[config.mk]
export PLATFORM = sky130hd
export DESIGN_NAME = syncword_correlator_flat
export DESIGN_NICKNAME = d
export VERILOG_FILES = /design/src/rtl/syncword_correlator_pkg.sv /design/src/rtl/syncword_correlator_if.sv /design/src/rtl/syncword_correlator_popcount64.sv /design/src/rtl/syncword_correlator.sv /design/src/flat_wrapper.sv
export SDC_FILE = /design/constraint.sdc
export NUM_CORES = 1
export LEC_CHECK = 0
export CORE_UTILIZATION = 41
export CTS_CLUSTER_DIAMETER = 200
export DETAILED_ROUTE_END_ITERATION = 10
export DONT_BUFFER_PORTS = 1
export GPL_TIMING_DRIVEN = 1
export PLACE_DENSITY = 0.64
export SYNTH_ARGS = -nofsm -noshare
export SYNTH_HDL_FRONTEND = slang
export SYNTH_SLANG_ARGS = --single-unit
export TNS_END_PERCENT = 100
[constraint.sdc]
create_clock -name clk_6M -period 8.3 [get_ports clk_6M]
set_input_delay 1.66 -clock clk_6M [delete_from_list [all_inputs] [get_ports clk_6M]]
set_output_delay 1.66 -clock clk_6M [all_outputs]
set_load 0.01 [all_outputs]
[src/rtl/syncword_correlator_pkg.sv]
// rtl/syncword_correlator_pkg.sv - shared constants and state encoding for the syncword correlator
package syncword_correlator_pkg;

    localparam int SYNC_LEN  = 64;
    localparam int MATCH_W   = 7;
    localparam int WIN_CNT_W = 12;

    typedef enum logic [1:0] {
        ST_IDLE   = 2'd0,
        ST_SEARCH = 2'd1,
        ST_LOCKED = 2'd2
    } corr_state_e;

endpackage

[src/rtl/syncword_correlator_if.sv]
// rtl/syncword_correlator_if.sv - bit stream, control, register and result signals of the correlator
interface syncword_correlator_if
    import syncword_correlator_pkg::*;
#(
    parameter int WIN_W = WIN_CNT_W
);
    logic                 p_1us;
    logic                 rxbit;
    logic                 corr_start_p;
    logic                 corr_abort;
    logic [SYNC_LEN-1:0]  regi_syncword;
    logic [MATCH_W-1:0]   regi_corr_threshold;
    logic [WIN_W-1:0]     regi_search_win;
    logic                 rx_trailer_st_p;
    logic                 sync_found;
    logic                 corr_timeout_p;
    logic [MATCH_W-1:0]   corr_peak;
    logic                 corr_busy;

    modport master (
        output p_1us, rxbit, corr_start_p, corr_abort,
        output regi_syncword, regi_corr_threshold, regi_search_win,
        input  rx_trailer_st_p, sync_found, corr_timeout_p, corr_peak, corr_busy
    );

    modport slave (
        input  p_1us, rxbit, corr_start_p, corr_abort,
        input  regi_syncword, regi_corr_threshold, regi_search_win,
        output rx_trailer_st_p, sync_found, corr_timeout_p, corr_peak, corr_busy
    );

endinterface

[src/rtl/syncword_correlator_popcount64.sv]
// rtl/syncword_correlator_popcount64.sv - registered two-level adder tree counting ones in a 64-bit word
module popcount64
    import syncword_correlator_pkg::*;
(
    input  logic                clk_6M,
    input  logic                rstz,
    input  logic [SYNC_LEN-1:0] data,
    output logic [MATCH_W-1:0]  count
);

    localparam int GROUPS = SYNC_LEN / 8;

    logic [3:0]         group_cnt [GROUPS];
    logic [MATCH_W-1:0] sum;

    // First level counts each byte, second level sums the byte counts.
    always_comb begin
        sum = '0;
        for (int g = 0; g < GROUPS; g++) begin
            group_cnt[g] = '0;
            for (int i = 0; i < 8; i++) begin
                group_cnt[g] = group_cnt[g] + {3'b000, data[g*8 + i]};
            end
            sum = sum + {3'b000, group_cnt[g]};
        end
    end

    always_ff @(posedge clk_6M or negedge rstz) begin
        if (!rstz) begin
            count <= '0;
        end else begin
            count <= sum;
        end
    end

endmodule

[src/rtl/syncword_correlator.sv]
// rtl/syncword_correlator.sv - sliding 64-bit access-code correlator with threshold hit and search timeout
module syncword_correlator
    import syncword_correlator_pkg::*;
#(
    parameter int SW_LEN = SYNC_LEN,
    parameter int WIN_W  = WIN_CNT_W
) (
    input  logic                 clk_6M,
    input  logic                 rstz,
    syncword_correlator_if.slave bus
);

    localparam logic [MATCH_W-1:0] FILL_FULL = MATCH_W'(SW_LEN);
    localparam logic [WIN_W-1:0]   WIN_MAX   = '1;

    corr_state_e        state, state_d;
    logic [SW_LEN-1:0]  sr;
    logic [SW_LEN-1:0]  diff;
    logic [MATCH_W-1:0] fill;
    logic [MATCH_W-1:0] match;
    logic [WIN_W-1:0]   win_cnt;
    logic               v_shift, v_diff, v_match;
    logic               hit_pend;
    logic               sync_found_q, timeout_q;
    logic [MATCH_W-1:0] peak_q;
    logic               start_ok, flush;
    logic               shift_en, hit_dec, tmo_dec;

    assign start_ok = bus.corr_start_p & ~bus.corr_abort;
    assign flush    = bus.corr_abort | bus.corr_start_p;

    // Fill and window counters only move on strobes, so they still describe
    // the bit sitting in the decision stage three clocks later.
    always_comb begin
        state_d  = state;
        shift_en = 1'b0;
        hit_dec  = 1'b0;
        tmo_dec  = 1'b0;
        case (state)
            ST_IDLE: begin
                if (start_ok) state_d = ST_SEARCH;
            end
            ST_SEARCH: begin
                if (bus.corr_abort) begin
                    state_d = ST_IDLE;
                end else if (bus.corr_start_p) begin
                    state_d = ST_SEARCH;
                end else begin
                    shift_en = bus.p_1us;
                    hit_dec  = v_match && (fill == FILL_FULL) &&
                               (match >= bus.regi_corr_threshold);
                    tmo_dec  = v_match && !hit_dec && (bus.regi_search_win != '0) &&
                               (win_cnt == bus.regi_search_win);
                    if (hit_dec)      state_d = ST_LOCKED;
                    else if (tmo_dec) state_d = ST_IDLE;
                end
            end
            ST_LOCKED: begin
                if (bus.corr_abort)    state_d = ST_IDLE;
                else if (start_ok)     state_d = ST_SEARCH;
            end
            default: state_d = ST_IDLE;
        endcase
    end

    always_ff @(posedge clk_6M or negedge rstz) begin
        if (!rstz) begin
            state <= ST_IDLE;
        end else begin
            state <= state_d;
        end
    end

    always_ff @(posedge clk_6M or negedge rstz) begin
        if (!rstz) begin
            sr           <= '0;
            diff         <= '0;
            fill         <= '0;
            win_cnt      <= '0;
            v_shift      <= 1'b0;
            v_diff       <= 1'b0;
            v_match      <= 1'b0;
            hit_pend     <= 1'b0;
            sync_found_q <= 1'b0;
            peak_q       <= '0;
            timeout_q    <= 1'b0;
        end else begin
            timeout_q <= tmo_dec;
            v_shift   <= shift_en;
            v_diff    <= v_shift & ~flush;
            v_match   <= v_diff & ~flush;
            diff      <= sr ^ bus.regi_syncword;

            if (shift_en) begin
                sr <= {sr[SW_LEN-2:0], bus.rxbit};
                if (fill != FILL_FULL) fill <= fill + 1'b1;
                if (win_cnt != WIN_MAX) win_cnt <= win_cnt + 1'b1;
            end else if (start_ok) begin
                sr      <= '0;
                fill    <= '0;
                win_cnt <= '0;
            end

            if (bus.corr_abort)   hit_pend <= 1'b0;
            else if (hit_dec)     hit_pend <= 1'b1;
            else if (bus.p_1us)   hit_pend <= 1'b0;

            if (start_ok) begin
                sync_found_q <= 1'b0;
                peak_q       <= '0;
            end else if (hit_dec) begin
                sync_found_q <= 1'b1;
                peak_q       <= match;
            end
        end
    end

    // Counting agreeing bits directly gives 64 - popcount(diff).
    popcount64 u_popcount (
        .clk_6M (clk_6M),
        .rstz   (rstz),
        .data   (~diff),
        .count  (match)
    );

    assign bus.rx_trailer_st_p = hit_pend & bus.p_1us;
    assign bus.sync_found      = sync_found_q;
    assign bus.corr_timeout_p  = timeout_q;
    assign bus.corr_peak       = peak_q;
    assign bus.corr_busy       = (state == ST_SEARCH);

endmodule

[src/flat_wrapper.sv]
// flat-port wrapper written by rule: the top's interface ports become plain ports
module syncword_correlator_flat import syncword_correlator_pkg::*;
#(
    parameter int SW_LEN = SYNC_LEN,
    parameter int WIN_W  = WIN_CNT_W
)
  (clk_6M, rstz, bus_p_1us, bus_rxbit, bus_corr_start_p, bus_corr_abort, bus_regi_syncword, bus_regi_corr_threshold, bus_regi_search_win, bus_rx_trailer_st_p, bus_sync_found, bus_corr_timeout_p, bus_corr_peak, bus_corr_busy);
  syncword_correlator_if #(.WIN_W(WIN_W)) bus_i ();
  input  logic clk_6M;
  input  logic rstz;
  input wire logic [$bits(bus_i.p_1us)-1:0] bus_p_1us;
  input wire logic [$bits(bus_i.rxbit)-1:0] bus_rxbit;
  input wire logic [$bits(bus_i.corr_start_p)-1:0] bus_corr_start_p;
  input wire logic [$bits(bus_i.corr_abort)-1:0] bus_corr_abort;
  input wire logic [$bits(bus_i.regi_syncword)-1:0] bus_regi_syncword;
  input wire logic [$bits(bus_i.regi_corr_threshold)-1:0] bus_regi_corr_threshold;
  input wire logic [$bits(bus_i.regi_search_win)-1:0] bus_regi_search_win;
  output wire logic [$bits(bus_i.rx_trailer_st_p)-1:0] bus_rx_trailer_st_p;
  output wire logic [$bits(bus_i.sync_found)-1:0] bus_sync_found;
  output wire logic [$bits(bus_i.corr_timeout_p)-1:0] bus_corr_timeout_p;
  output wire logic [$bits(bus_i.corr_peak)-1:0] bus_corr_peak;
  output wire logic [$bits(bus_i.corr_busy)-1:0] bus_corr_busy;
  assign bus_i.p_1us = bus_p_1us;
  assign bus_i.rxbit = bus_rxbit;
  assign bus_i.corr_start_p = bus_corr_start_p;
  assign bus_i.corr_abort = bus_corr_abort;
  assign bus_i.regi_syncword = bus_regi_syncword;
  assign bus_i.regi_corr_threshold = bus_regi_corr_threshold;
  assign bus_i.regi_search_win = bus_regi_search_win;
  assign bus_rx_trailer_st_p = bus_i.rx_trailer_st_p;
  assign bus_sync_found = bus_i.sync_found;
  assign bus_corr_timeout_p = bus_i.corr_timeout_p;
  assign bus_corr_peak = bus_i.corr_peak;
  assign bus_corr_busy = bus_i.corr_busy;
  syncword_correlator #(.SW_LEN(SW_LEN), .WIN_W(WIN_W)) u_core (.clk_6M(clk_6M), .rstz(rstz), .bus(bus_i));
endmodule
# Word-level counts from Yosys, hierarchy flattened
# Cells that the tools add are included.
[classes]
add_sub_neg = 65
order_cmp = 1
eq_ne = 9
n_mux = 31
bitwise_logic = 9
n_reduce_logical = 13
[ops]
columns = ["cell", "count"]
rows = [
  ["4-bit by 1-bit adder with 4-bit output", 32],
  ["64-bit two-way mux", 2],
  ["64-bit inverter", 1],
  ["64-bit bitwise XOR", 1],
  ["12-bit two-way mux", 3],
  ["7-bit two-way mux", 5],
  ["3-bit by 1-bit adder with 4-bit output", 8],
  ["7-bit by 4-bit adder with 7-bit output", 4],
  ["2-bit by 1-bit adder with 3-bit output", 8],
  ["1-bit by 1-bit adder with 2-bit output", 8],
  ["1-bit two-way mux", 14],
  ["12-bit by 1-bit adder with 12-bit output, second input constant", 1],
  ["12-bit == test", 1],
  ["2-bit two-way mux", 6],
  ["12-bit inequality test, second input constant", 1],
  ["12-bit nonzero test", 1],
  ["6-bit by 4-bit adder with 7-bit output", 1],
  ["7-bit by 1-bit adder with 7-bit output, second input constant", 1],
  ["7-bit == test, second input constant", 1],
  ["7-bit greater-or-equal comparator", 1],
  ["7-bit inequality test, second input constant", 1],
  ["5-bit by 4-bit adder with 6-bit output", 1],
  ["2-bit case mux with 3 select lines", 1],
  ["4-bit by 4-bit adder with 5-bit output", 1],
  ["other kinds (13)", 24],
]
[totals]
register_bits = 169
in_bits = 89
output_inout_bits = 11
word_cells = 141

# Longest topological paths before layout
[depth]
depth_word = 15
ltp_mapped = 21
mapped_depth_nobuf = 21

# Cells and area by module
# Synthesis repeated with hierarchy kept, for this count alone.
[hier_totals]
hier_cells = 862
area_unflattened_um2 = 8788.4
[by_module_without_submodules]
columns = ["mod", "n_inst", "cells_each", "area_each_um2", "seq_area_each_um2"]
rows = [
  ["syncword_correlator", 1, 683, 6890.4, 4053.9],
  ["popcount64", 1, 179, 1898.1, 175.2],
]

# Worst setup path after synthesis
# No wires, ideal clock.
[synth_timing]
kind = "register -> register"
startpoint = "reg u_core.diff[51]"
endpoint = "reg u_core.u_popcount.count[6]"
setup_time_ps = 122
arrival_ps = 5604
path_slack_ps = 2574
stages_incl_launch_ff = 19
path_buffers = 0
synth_period_minus_slack_ps = 5726
path_cell_list = "dfrtp_1 > fa_1 > fa_1 > inv_1 > fa_1 > fa_1 > inv_1 > fa_1 > inv_1 > fa_1 > fa_1 > fa_1 > ha_1 > fa_1 > a21o_1 > a21oi_1 > nor2b_1 > o21ai_0 > nand2b_1"
[synth_via]
elab_chain_len = 8
[synth_lines]
columns = ["item", "line", "source"]
rows = [
  ["start: declaration", "syncword_correlator.sv:18", "logic [SW_LEN-1:0] diff;"],
  ["start signal: assignment", "syncword_correlator.sv:92", "diff <= sr ^ bus.regi_syncword;"],
  ["64-bit inverter", "syncword_correlator.sv:122", ".data (~diff),"],
  ["3-bit by 1-bit adder with 4-bit output", "syncword_correlator_popcount64.sv:22", "group_cnt[g] = group_cnt[g] + {3'b000, data[g*8 + i]};"],
  ["4-bit by 1-bit adder with 4-bit output (4 in a row)", "syncword_correlator_popcount64.sv:22", ""],
  ["7-bit by 4-bit adder with 7-bit output (2 in a row)", "syncword_correlator_popcount64.sv:24", "sum = sum + {3'b000, group_cnt[g]};"],
  ["net u_core.u_popcount.sum[6]", "syncword_correlator_popcount64.sv:14", "logic [MATCH_W-1:0] sum;"],
  ["end signal: assignment", "syncword_correlator_popcount64.sv:32", "count <= sum;"],
  ["end: declaration", "syncword_correlator_popcount64.sv:8", "output logic [MATCH_W-1:0] count"],
]
# The timed path passes the listed nets, and every way through them passes these cells.
# A chain may end at the register's enable or synchronous reset.

# Worst setup path in the final report
[layout_timing]
startpoint = "reg u_core.diff[39]"
endpoint = "reg u_core.u_popcount.count[6]"
[layout_via]
elab_chain_len = 6
[layout_lines]
columns = ["item", "line"]
rows = [
  ["64-bit inverter", "syncword_correlator.sv:122"],
  ["4-bit by 1-bit adder with 4-bit output", "syncword_correlator_popcount64.sv:22"],
  ["7-bit by 4-bit adder with 7-bit output (4 in a row)", "syncword_correlator_popcount64.sv:24"],
  ["net u_core.u_popcount.sum[6]", "syncword_correlator_popcount64.sv:14"],
]
# The timed path passes the listed nets, and every way through them passes these cells.

==> results by group <==
GRT
  – Number of global-route vias before repair: 5416
  – First-pass GRT wire length: 28.4 mm
  – Gr usage total: 0.172
  – Global route total overflow: 0
  – Largest net degree at the start of global routing: 170
  – Antenna violations before repair: 0

Flow run
  – Max-Cap Viols: 0

Synth
  – Post-Synthesis Cells: 793
  – Seq/Total Area, Yosys: 0.498
  – Largest cells by area after synthesis: dfrtp_1 (50%), fa_1 (13%), xor2_1 (8.3%), nand2_1 (6.4%), nand3_1 (4.5%)
  – Synth unique cells: 43
  – Leading area contributor after synthesis: dfrtp_1
  – Synth warn: 0
  – Main synth FF type: dfrtp_1
  – Post-synth top area share: 0.498
  – Cell area after synthesis: 0.00849 sq mm
  – Syn_area_per_cell: 10.7 sq um
  – Async SR Flop Fraction: 1.00
  – Number of synthesized flops with an enable pin: 0
  – Count of state elements after synthesis: 169
  – Syn nets: 961

Power
  – Pwr Total: 3810 uW
  – Lkg Pwr: 0.00483 uW
  – VDD IR-drop max: 0.000476 V
  – Power density over the cells: 408 mW/mm^2

Placed design
  – Hpwl dp: 11.7 mm
  – Gpl congestion: 0.801
  – Placed cell count: 1039
  – PortBufs: 0

Clock network
  – Root buffer cell: clkbuf_16
  – Post-CTS sizing: 0
  – H-tree level count: 4
  – Clk_lat worst skew: 430 ps
  – CTS max path bufs: 2
  – Hold Buf Count CTS: 0
  – Post-CTS repair timing setup buffer count: 0
  – Clk slew on worst S/H paths: 70 ps
  – CTS Sinks: 169
  – CTS tree: built
  – CTS Buf Count: 17

Worst setup path
  – Required @ worst endpoint: 8610 ps
  – Crit path launch type: flop
  – Critical Path AT: 6240 ps
  – Critical path's largest stage delay: 540 ps
  – Crit Path Max Fanout: 2
  – Most frequent CP cell: fa_1
  – Worst path slowest cell: fa_1
  – Setup CP Type: reg2reg
  – Family with the most delay on the worst path: adder cells
  – Buffers & Inverters on Critical Path: 3
  – CP Cell Sequence: fa_1 -> fa_1 -> inv_1 -> fa_1 -> inv_1 -> fa_1 -> inv_1 -> fa_1 -> fa_1 -> fa_1 -> fa_1 -> ha_1 -> fa_1 -> a21o_1 -> a21oi_1 -> nor2b_1 -> o21ai_0 -> nand2b_1
  – Crit path capture type: flop

Floorplan
  – Starting density of the core: 0.418
  – Num ports: 100
  – Die H: 146 um
  – Core Region: 0.0203 sq mm
  – Die ar.: 0.0213 sq mm
  – FP Rows: 52
  – Die Wd: 146 um

Timing
  – Final Max Slew Viols: 0
  – Final min period: 5930 ps
  – Setup TNS Final: 0 ps
  – Fin crit share: 0.715
  – Final setup vio count: 0
  – Max Clk Rate: 0.168 GHz
  – Hold slack: 467 ps
  – Slew @ Worst Pin: 1070 ps
  – Setup Skew: 9.15 ps
  – Max_slew headroom: 0.284
  – Fin. Hold Viols: 0
  – RSZ-0062 raised after global routing: false

Detailed routing
  – Post-route ant nets: 0
  – DRT Wirelength: 16.9 mm
  – Wire length per cell: 15.8 um
  – DR vias: 5124
  – Initial DRC Count: 247
  – Via-to-Cell Ratio: 4.78
  – Detailed Routing Iterations Pass 1: 4
  – DRC Markers: 0

Layout
  – N_diodes: 0
  – Layout Cells excl Fill: 1071
  – Area of the multi-input gates: 0.00379 sq mm
  – Fillers: 1889
  – Sequential cell area: 0.00423 sq mm
  – Layout cells sized above 1: 0.0562
  – Layout Nets: 956
  – Area Growth Syn to Fin: 9.87%

Run status
  – Outcome: completed

Min path
  – Hold Path Class: reg2reg
[metrics by stage]
stage / util / setup WS, ps / area, sq um
final: 0.460 / 2370 / 9330
after floorplan: - / 2570 / 8490
after CTS: 0.460 / 2330 / 9330
after detailed placement: 0.431 / 2350 / 8740
after global placement: 0.431 / 2430 / 8740
after global routing: 0.460 / 2030 / 9330
[cells by family (layout without fill, tap and decap cells)]
logic type	count (synthesis)	count (layout)	synth area share
AND/OR/NAND/NOR	285	285	0.157
flip-flops	169	169	0.498
multiplexers	3	3	0.00368
XOR/XNOR	86	86	0.0887
buffers and inverters	125	133	0.0564
adder cells (fa/ha/maj)	79	79	0.164
AO/OA/AOI/OAI	46	46	0.0324
[cells in the final DEF (no fill, tap or decap), drive strengths merged, types with 3 or more instances in the layout]
cell	count
a21o	5
a21oi	10
and2	3
and3	4
clkbuf	18
clkinv	4
clkinvlp	3
dfrtp	169
fa	54
ha	25
inv	104
nand2	145
nand2b	5
nand3	77
nand4	12
nor2	14
nor2b	4
nor3	6
nor4	7
o21ai	22
xnor2	6
xor2	80
[synthesized netlist by cell type (3+ instances only)]
cell type,count
a21o_1,5
a21oi_1,9
and2_1,3
and3_1,4
clkbuf_1,21
dfrtp_1,169
fa_1,54
ha_1,25
inv_1,98
nand2_1,144
nand2b_1,5
nand3_1,77
nand4_1,12
nor2_1,14
nor2b_1,4
nor3_1,5
nor4_1,7
o21ai_0,21
xnor2_1,6
xor2_1,80
[per-layer routing]
layer / track usage / share of wire / vias to the layer above / wire length, um
met4: 0.0516 / 0.017 / 0 / 294
met2: 0.268 / 0.48 / 90 / 8050
met3: 0.0586 / 0.057 / 19 / 962
met1: 0.228 / 0.45 / 2527 / 7600
li1: - / - / 2488 / -
met5: 0 / 0 / - / 0
[worst paths after layout]
check | endpoint | cells after the start | slack (ps) | startpoint
hold reg to reg | u_core.diff[63] | 1 | 470 | u_core.sr[63]
setup / recovery | u_core.u_popcount.count[6] | 18 | 2370 | u_core.diff[39]
hold / removal | u_core.diff[63] | 1 | 470 | u_core.sr[63]
max in group asynchronous | u_core.sr[11] | 0 | 7110 | rstz
setup reg to reg | u_core.u_popcount.count[6] | 18 | 2370 | u_core.diff[39]
min in group asynchronous | u_core.win_cnt[1] | 0 | 930 | rstz
[state kept, by name, indices dropped and copies added, names as in the netlist]
name and count:
u_core.diff 64, u_core.sr 64, u_core.win_cnt 12, u_core.bus.corr_peak 7, u_core.fill 7, u_core.u_popcount.count 7, u_core.state 2, u_core.bus.corr_timeout_p 1
u_core.bus.sync_found 1, u_core.hit_pend 1, u_core.v_diff 1, u_core.v_match 1, u_core.v_shift 1
[cell type report]
cell class	count	share of cell area
inverters	99	0.0400
clock inverters	14	0.0172
multi-input cells	499	0.406
well taps	270	0.0362
repair buffers	2	0.00161
clock buffers	18	0.0460
flip-flops and latches	169	0.453
[where the power goes]
part	total, uW	switching, uW	leakage (uW)	internal, uW
Sequential	933	20.6	0.00220	912
Combinational	2080	1120	0.00235	953
Clock	802	352	0.000280	451
Note: power is estimated with default switching activity, not from simulation.
